`config.mk`:
```
export PLATFORM = sky130hd
export DESIGN_NAME = ahb_arbiter
export DESIGN_NICKNAME = d
export VERILOG_FILES = /design/src/rtl/ahb_arbiter.sv
export SDC_FILE = /design/constraint.sdc
export NUM_CORES = 1
export LEC_CHECK = 0
export ABC_AREA = 1
export ABC_CLOCK_PERIOD_IN_PS = 3420
export CAP_MARGIN = 20
export CORE_MARGIN = 2
export CORE_UTILIZATION = 32
export CTS_CLUSTER_SIZE = 25
export DETAILED_ROUTE_END_ITERATION = 16
export GPL_TIMING_DRIVEN = 0
export SYNTH_ARGS = -nofsm -noshare
export SYNTH_HDL_FRONTEND = slang
export SYNTH_SLANG_ARGS = --single-unit
```
`constraint.sdc`:
```
create_clock -name hclk -period 3.42 [get_ports hclk]
set_input_delay 0.342 -clock hclk [delete_from_list [all_inputs] [get_ports hclk]]
set_output_delay 0.342 -clock hclk [all_outputs]
set_load 0.005 [all_outputs]
```
`src/rtl/ahb_arbiter.sv`:
```
// Round-robin AHB arbiter: keeps fixed-length bursts and locked sequences intact,
// changes ownership only on hready edges.
module ahb_arbiter #(
  parameter int NUM_MASTERS    = 4,
  parameter int DEFAULT_MASTER = 0
) (
  input  logic                   hclk,
  input  logic                   hreset,
  input  logic [NUM_MASTERS-1:0] hbusreq,
  input  logic [NUM_MASTERS-1:0] hlock,
  input  logic [1:0]             htrans,
  input  logic [2:0]             hburst,
  input  logic                   hready,
  input  logic [1:0]             hresp,
  output logic [NUM_MASTERS-1:0] hgrant,
  output logic [3:0]             hmaster,
  output logic                   hmastlock
);

  localparam logic [3:0]             DEF_IDX   = 4'(DEFAULT_MASTER);
  localparam logic [NUM_MASTERS-1:0] DEF_GRANT = NUM_MASTERS'(1) << DEFAULT_MASTER;

  localparam logic [1:0] T_NONSEQ = 2'b10;
  localparam logic [1:0] T_SEQ    = 2'b11;

  logic [3:0] beats_left, beats_left_next;
  logic [3:0] last, g, winner;
  logic       lock_g, found, hold;

  // Decode the current grant holder and its lock request.
  always_comb begin
    g      = DEF_IDX;
    lock_g = 1'b0;
    for (int i = 0; i < NUM_MASTERS; i++) begin
      if (hgrant[i]) begin
        g      = 4'(i);
        lock_g = hlock[i];
      end
    end
  end

  always_comb begin
    beats_left_next = beats_left;
    case (htrans)
      T_NONSEQ: begin
        case (hburst)
          3'b010, 3'b011: beats_left_next = 4'd3;
          3'b100, 3'b101: beats_left_next = 4'd7;
          3'b110, 3'b111: beats_left_next = 4'd15;
          default:        beats_left_next = 4'd0;
        endcase
      end
      T_SEQ:   if (beats_left != 4'd0) beats_left_next = beats_left - 4'd1;
      default: beats_left_next = beats_left;
    endcase
  end

  assign hold = (beats_left_next != 4'd0) || lock_g;

  // Round-robin: search last+1..N-1 first, then wrap to 0..last.
  always_comb begin
    found  = 1'b0;
    winner = last;
    for (int j = 0; j < NUM_MASTERS; j++) begin
      if (!found && hbusreq[j] && (4'(j) > last)) begin
        found  = 1'b1;
        winner = 4'(j);
      end
    end
    for (int j = 0; j < NUM_MASTERS; j++) begin
      if (!found && hbusreq[j] && (4'(j) <= last)) begin
        found  = 1'b1;
        winner = 4'(j);
      end
    end
  end

  always_ff @(posedge hclk or posedge hreset) begin
    if (hreset) begin
      hgrant     <= DEF_GRANT;
      hmaster    <= DEF_IDX;
      hmastlock  <= 1'b0;
      beats_left <= 4'd0;
      last       <= DEF_IDX;
    end else if (hready) begin
      hmaster    <= g;
      hmastlock  <= lock_g;
      beats_left <= beats_left_next;
      if (!hold) begin
        if (found) begin
          hgrant <= NUM_MASTERS'(1) << winner;
          last   <= winner;
        end else begin
          hgrant <= DEF_GRANT;
        end
      end
    end else if (hresp != 2'b00) begin
      // First cycle of an ERROR/RETRY/SPLIT: drop the burst so the next edge can re-arbitrate.
      beats_left <= 4'd0;
    end
  end

endmodule
```
==> impl_metrics.csv <==
group,metric,value,unit
critical_path,path_cells,"inv_1 -> ha_1 -> nand3_4 -> nand2_1 -> nand3_1 -> a21oi_1 -> nor2_4 -> nand3_4 -> inv_2 -> nand3_1 -> nand2_1",
power_and_ir_drop,clkPwrFrac,12.9,%
timing,hold_viol,0,
final_layout,synthToLayoutAreaGrowth,28.6,%
power_and_ir_drop,switching_power,0.305,mW
critical_path,cp-start-kind,"flop",
critical_path,critPathArrivalTime,2040,ps
grt,grt_pass1_wl,4150,µm
critical_path,cpPeakStageDelay,400,ps
critical_path,crit_type,"reg2reg",
job,drv_cap,0,
grt,grtUsageTotal,12.7,%
floorplan,die_area,0.00396,mm²
critical_path,cp-startpoint,"beats_left[0]",
clock_tree,postCtsHoldBufs,0,
logic_synthesis,ys_ff_latch,15,
timing,max-slew-margin-rel,62.5,%
logic_synthesis,synth_area_leaders,"dfrtp_1 32%, nand2_1 16%, inv_1 5.7%",
critical_path,worst-path-buf-inv,2,
logic_synthesis,yosysWarnings,0,
power_and_ir_drop,report.power.total,0.757,mW
clock_tree,htreeDepth,1,
grt,overflow,0,
logic_synthesis,netlist.area_leader.share,31.5,%
routing,wl_met1,1050,µm
logic_synthesis,synth_top_flop_cell,"dfrtp_1",
logic_synthesis,synth_enable_flop_cells,0,
critical_path,cp_slowest_cell,"dfrtp_1",
clock_tree,clk_pin_slew_worst_paths,80,ps
routing,drc,0,
final_layout,diodes,0,
power_and_ir_drop,p_seq_share,36.5,%
floorplan,die_x,62.9,µm
outcome,status,"finished, final reports clean",
clock_tree,cts_num_sinks,15,
clock_tree,cts_resized,0,
grt,antenna_found_initial,0,
grt,grt_max_degree,16,
logic_synthesis,synthDistinctLibCells,29,
timing,rsz0062_at_grt,"false",
power_and_ir_drop,power.leakage,0.708,nW
power_and_ir_drop,ir_worst_vdd,0.245,mV
power_and_ir_drop,power_density,530,mW/mm²
critical_path,required,3590,ps
min_path,hp-class,"in2async",
routing,dr_wl_met3,99,µm
clock_tree,cts_setup_buffers,0,
clock_tree,clk_latency,280,ps
floorplan,initial_core_util,33.3,%
clock_tree,clock-root-buffer,"clkbuf_4",
routing,wl,2390,µm
routing,drt_iter0_markers,54,
critical_path,crit_fanout,7,
timing,period_share,54.5,%
floorplan,rows,21,
clock_tree,clock_path_buffers,2,
timing,setup_viol,0,
floorplan,num_io_pins,27,
routing,first_pass_iters,4,
logic_synthesis,postSynthAreaPerCell,7.21,µm²
routing,top_layer,"met4",
timing,clock.fmax,537,MHz
routing,routedWlPerCell,10.5,µm
critical_path,path_delay_family,"simple AND/OR/NAND/NOR gates",
timing,drv_slew,0,
timing,finClkSkew,3.22,ps
final_layout,final_nets,202,
grt,grt_pass1_vias,1023,
placed_design,portBuffers,23,
logic_synthesis,synth_top_area_cell,"dfrtp_1",
logic_synthesis,netlist_instances,154,
placed_design,dpl_cell_area,0.00140,mm²
logic_synthesis,yosysSeqAreaShare,33.9,%
floorplan,core_area,0.00334,mm²
power_and_ir_drop,p_comb_share,50.6,%
power_and_ir_drop,p_int,0.453,mW
logic_synthesis,async_flop_share,100,%
placed_design,dp_hpwl,2000,µm
critical_path,r2r_start,"beats_left[0]",
final_layout,drive_gt1_share,17.6,%
timing,fin_tns_setup,0,ps
clock_tree,cts_tree,"built",
timing,finalCriticalPeriod,1860,ps
power_and_ir_drop,swShare,40.2,%
timing,tightest_slew,561,ps
routing,ant_nets,0,
floorplan,dieHeight,62.9,µm
placed_design,routabilityCongestion,0.825,
routing,via_count,1077,
critical_path,end_kind,"flop",
clock_tree,cts_inserted_buffers,3,
logic_synthesis,syn_area,0.00111,mm²
routing,routed_via_density,4.72,
routing,wl_met2,1230,µm
final_layout,fin_area,0.00143,mm²
==> routing by layer <==
metal,up-vias,track usage (%)
li1,553,-
met1,499,14.1
met2,23,24.2
met3,2,3.24
met4,0,2.50
met5,-,0
==> kinds of logic after synthesis <==
logic type | synth area share, %
simple gates | 42.1
buf+inv | 9.46
compound gates | 12.3
flops | 33.9
xor+xnor | 0.788
fa+ha+maj | 1.13
other cells | 0.338
==> through the flow <==
stage / std cells / utilization [%] / setup slack [ps] / hold slack (ps)
after CTS: 228 / 42.8 / 1530 / 425
after global placement: 224 / 42.0 / 1430 / 472
final: 228 / 42.8 / 1560 / 406
after detailed placement: 224 / 42.0 / 1410 / 509
after floorplan: 155 / - / 1780 / 243
after global routing: 228 / 42.8 / 1360 / 468
==> cell type report <==
class | count | area (µm²)
Fill cell | 361 | 1910
Multi-Input combinational cell | 114 | 633
Sequential cell | 15 | 377
Timing Repair Buffer | 23 | 230
Inverter | 24 | 90.1
Tap cell | 46 | 57.6
Clock buffer | 4 | 26.3
Buffer | 2 | 15.0
==> state kept, by name (all words and copies together) (netlist names) <==
signal and cells:
beats_left 4, hgrant 4, hmaster 2, hmastlock 1
last 4
==> cell usage in the layout, fill, tap and decap left out, types with 2 or more instances in the layout <==
| cell | instances |
|---|---|
| nand2_1 | 48 |
| nand3_1 | 11 |
| inv_2 | 7 |
| o21ai_1 | 2 |
| inv_1 | 17 |
| o21ai_0 | 3 |
| a21oi_1 | 4 |
| nor2_4 | 2 |
| dfrtp_1 | 14 |
| buf_4 | 2 |
| clkbuf_4 | 3 |
| o21ai_2 | 2 |
| nor2_1 | 12 |
| clkdlybuf4s50_1 | 23 |
| nand4_1 | 2 |
| conb_1 | 2 |
| nand3_4 | 3 |
| a31oi_1 | 3 |
| nand2_2 | 2 |
| nor2_2 | 3 |
| nand3_2 | 4 |
| o22ai_1 | 3 |
==> worst reg2reg max path, cell delays in order, from the launching register on <==
cell and delay, ps:
dfrtp_1 400, inv_1 150, ha_1 260, nand3_4 110, nand2_1 70, nand3_1 70, a21oi_1 300, nor2_4 90
nand3_4 130, inv_2 60, nand3_1 70, nand2_1 50
==> Yosys cell counts (2+ instances only) <==
library cell	number
o21ai_1	2
o21ai_0	3
inv_2	7
o22ai_1	3
nand2_1	48
nor2_2	3
nand4_1	2
nand3_1	11
nand2_2	2
nor2_1	12
nand3_2	4
a31oi_1	3
a21oi_1	4
dfrtp_1	14
nand3_4	3
inv_1	17
nor2_4	2
o21ai_2	2
buf_4	2
==> final timing paths <==
kind | to | slack [ps] | depth (start not counted)
worst max register to register | hgrant[1] | 1560 | 11
worst min-delay path | hmastlock | 410 | 2
worst max-delay path | hgrant[1] | 1560 | 11
worst min register to register | hmastlock | 530 | 2
min in group hclk | hmastlock | 530 | 2
max in group asynchronous | hgrant[0] | 2640 | 2
==> power groups by stage <==
stage,clock network [mW],logic [mW],registers (mW)
final,0.0974,0.383,0.277
after detailed placement,0,0.383,0.280
after CTS,0.102,0.384,0.277
after global placement,0,0.377,0.277
after global routing,0.113,0.427,0.285
after floorplan,0,0.246,0.272
Note: power is estimated with default switching activity, not from simulation.
==> RTL change: new RTL, same flow settings <==
Set the parameter `NUM_MASTERS` to 3 (it was 4).
--- a/src/rtl/ahb_arbiter.sv
+++ b/src/rtl/ahb_arbiter.sv
@@ -1,7 +1,7 @@
 // Round-robin AHB arbiter: keeps fixed-length bursts and locked sequences intact,
 // changes ownership only on hready edges.
 module ahb_arbiter #(
-  parameter int NUM_MASTERS    = 4,
+  parameter int NUM_MASTERS    = 3,
   parameter int DEFAULT_MASTER = 0
 ) (
   input  logic                   hclk,
Ports: changed (resized hbusreq, hgrant and hlock); port bits go from 27 to 24. No check against the original RTL was run, so the function may have changed too.
==> RTL change against the unedited design <==
Sequential share of layout area up 2.4 points. Clock skew up 0.0024 ns. First-iteration DRC count down 54%. Routed wire length down 22%. Synthesized cell count down 14%. Largest cell class unchanged. Highest routed layer unchanged. Critical path type unchanged. Worst setup slack better by 0.16 ns. Core utilization up 1.1 points. Global-route usage down 0.38 points. Design area down 15%. Clock power up 23%. Largest power group unchanged. Area after synthesis down 15%. Total power down 15%. Sequential cell count down 1. Sequential power down 11%.
==> RTL change: results (changes against the unedited design) <==
reg2reg_depth: 11  # unchanged
synth_edf_count: 0  # unchanged
ctsRootBufferMaster: "clkbuf_4"
clockBufferDepth: 2  # unchanged
r2r_slack_ns: 1.72  # +0.16 ns
endpoint: "last[0]"
vias_per_cell: 4.68  # -0.91%
cts_resized: 0  # unchanged
p_switching_uw: 230  # -24%
slew_headroom: 0.653  # +0.0278
post_cts_buffers: 0  # unchanged
ys_warn_count: 0  # unchanged
synthTopCellsByArea: "dfrtp_1 35%, nand2_1 15%, nand3_1 8.0%"
async_flop_share: 1.00  # unchanged
grtUsageTotal: 0.123  # -0.00385
io_buffers: 20  # -13%
drt_iter0_markers: 25  # -54%
ys_types: 27  # -6.9%
htree_levels: 1  # unchanged
grt_max_degree: 15  # -1
grt_pass1_vias: 805  # -21%
p_leak_uw: 0.000605  # -15%
top_regs: "beats_left x4, last x4, hgrant x3"
worstPathMaxFanout: 5  # -2
fin_skew_ns: 0.00566  # +0.00244 ns
grt_pass1_wl_microns: 3350  # -19%
drive_gt1_frac: 0.153  # -0.0230
antenna_found_initial: 0  # unchanged
layout.nets: 175  # -13%
gp_congestion: 0.777  # -5.8%
placed_cell_area_sq_um: 1180  # -16%
synth-seq-area-share: 0.373  # +0.0342
n_antenna_cell: 0  # unchanged
place_hpwl_microns: 1520  # -24%
yosys-top-cells-count: "37 x nand2_1, 16 x inv_1, 15 x nand3_1, 13 x dfrtp_1, 13 x nor2_1"
clkTransAtPathRegs_ns: 0.09
drt_wl_total_microns: 1880  # -22%
status: "finished, final reports clean"
n_fill_cell: 279  # -23%
arrival_ns: 1.88  # -0.16 ns
peakVddDrop_mv: 0.355  # +45%
cts-buffers-inserted: 3  # unchanged
## RTL change: critical path: stages, from the launching register on
cell and delay (ns):
dfrtp_1 0.40, inv_1 0.12, ha_1 0.26, inv_1 0.08, nand3_1 0.09, nand3_1 0.08, nand2_1 0.10, nand2_2 0.07
nor2_4 0.17, nand3_4 0.11, nand2_1 0.07, nand2_1 0.05
## RTL change: layout make-up
class | count | share of cell area
sequential | 14 | 0.288
clock buffer | 4 | 0.0297
tap | 31 | 0.0318
multi-input combinational | 97 | 0.410
buffer | 3 | 0.0184
timing repair buffer | 20 | 0.164
inverter | 19 | 0.0584
## RTL change: kinds of logic after synthesis
family	share of synthesized area
buf+inv	0.0996
flops	0.373
simple gates	0.422
other cells	0.00398
fa+ha+maj	0.0133
compound gates	0.0877
## RTL change: stage by stage
step                      worst slack (ns)   util  total power, uW  hold WS (ns)  std cells
after floorplan                       1.92      -              421         0.231        133
final                                 1.72  0.439              644         0.394        188
after CTS                             1.72  0.439              653         0.430        188
after detailed placement              1.57  0.426              529         0.471        184
after global placement                1.55  0.426              525         0.475        184
after global routing                  1.52  0.439              698         0.454        188
## RTL change: power by group through the flow
stage	Combinational [uW]	Clock, uW	Sequential (uW)
after floorplan	175	0	246
after global placement	276	0	249
after detailed placement	278	0	251
after CTS	281	125	248
after global routing	313	132	254
final	277	120	247
## RTL change: routing by layer
metal,routed length (microns),vias to the layer above,part of all wire,GRT usage
li1,-,470,-,-
met1,893,392,0.48,0.165
met2,893,16,0.48,0.207
met3,74,2,0.039,0.0201
met4,17,0,0.0091,0.0299
met5,0,-,0,0
## RTL change: worst min-delay path by stage
| stage | start | end | cells after the start |
|---|---|---|---|
| floorplan | hreset | beats_left[0] | 1 |
| global placement | last[1] | last[1] | 2 |
| detailed placement | last[1] | last[1] | 2 |
| CTS | hreset | last[1] | 2 |
| global route | hreset | hgrant[1] | 2 |
| finish | hreset | last[1] | 2 |
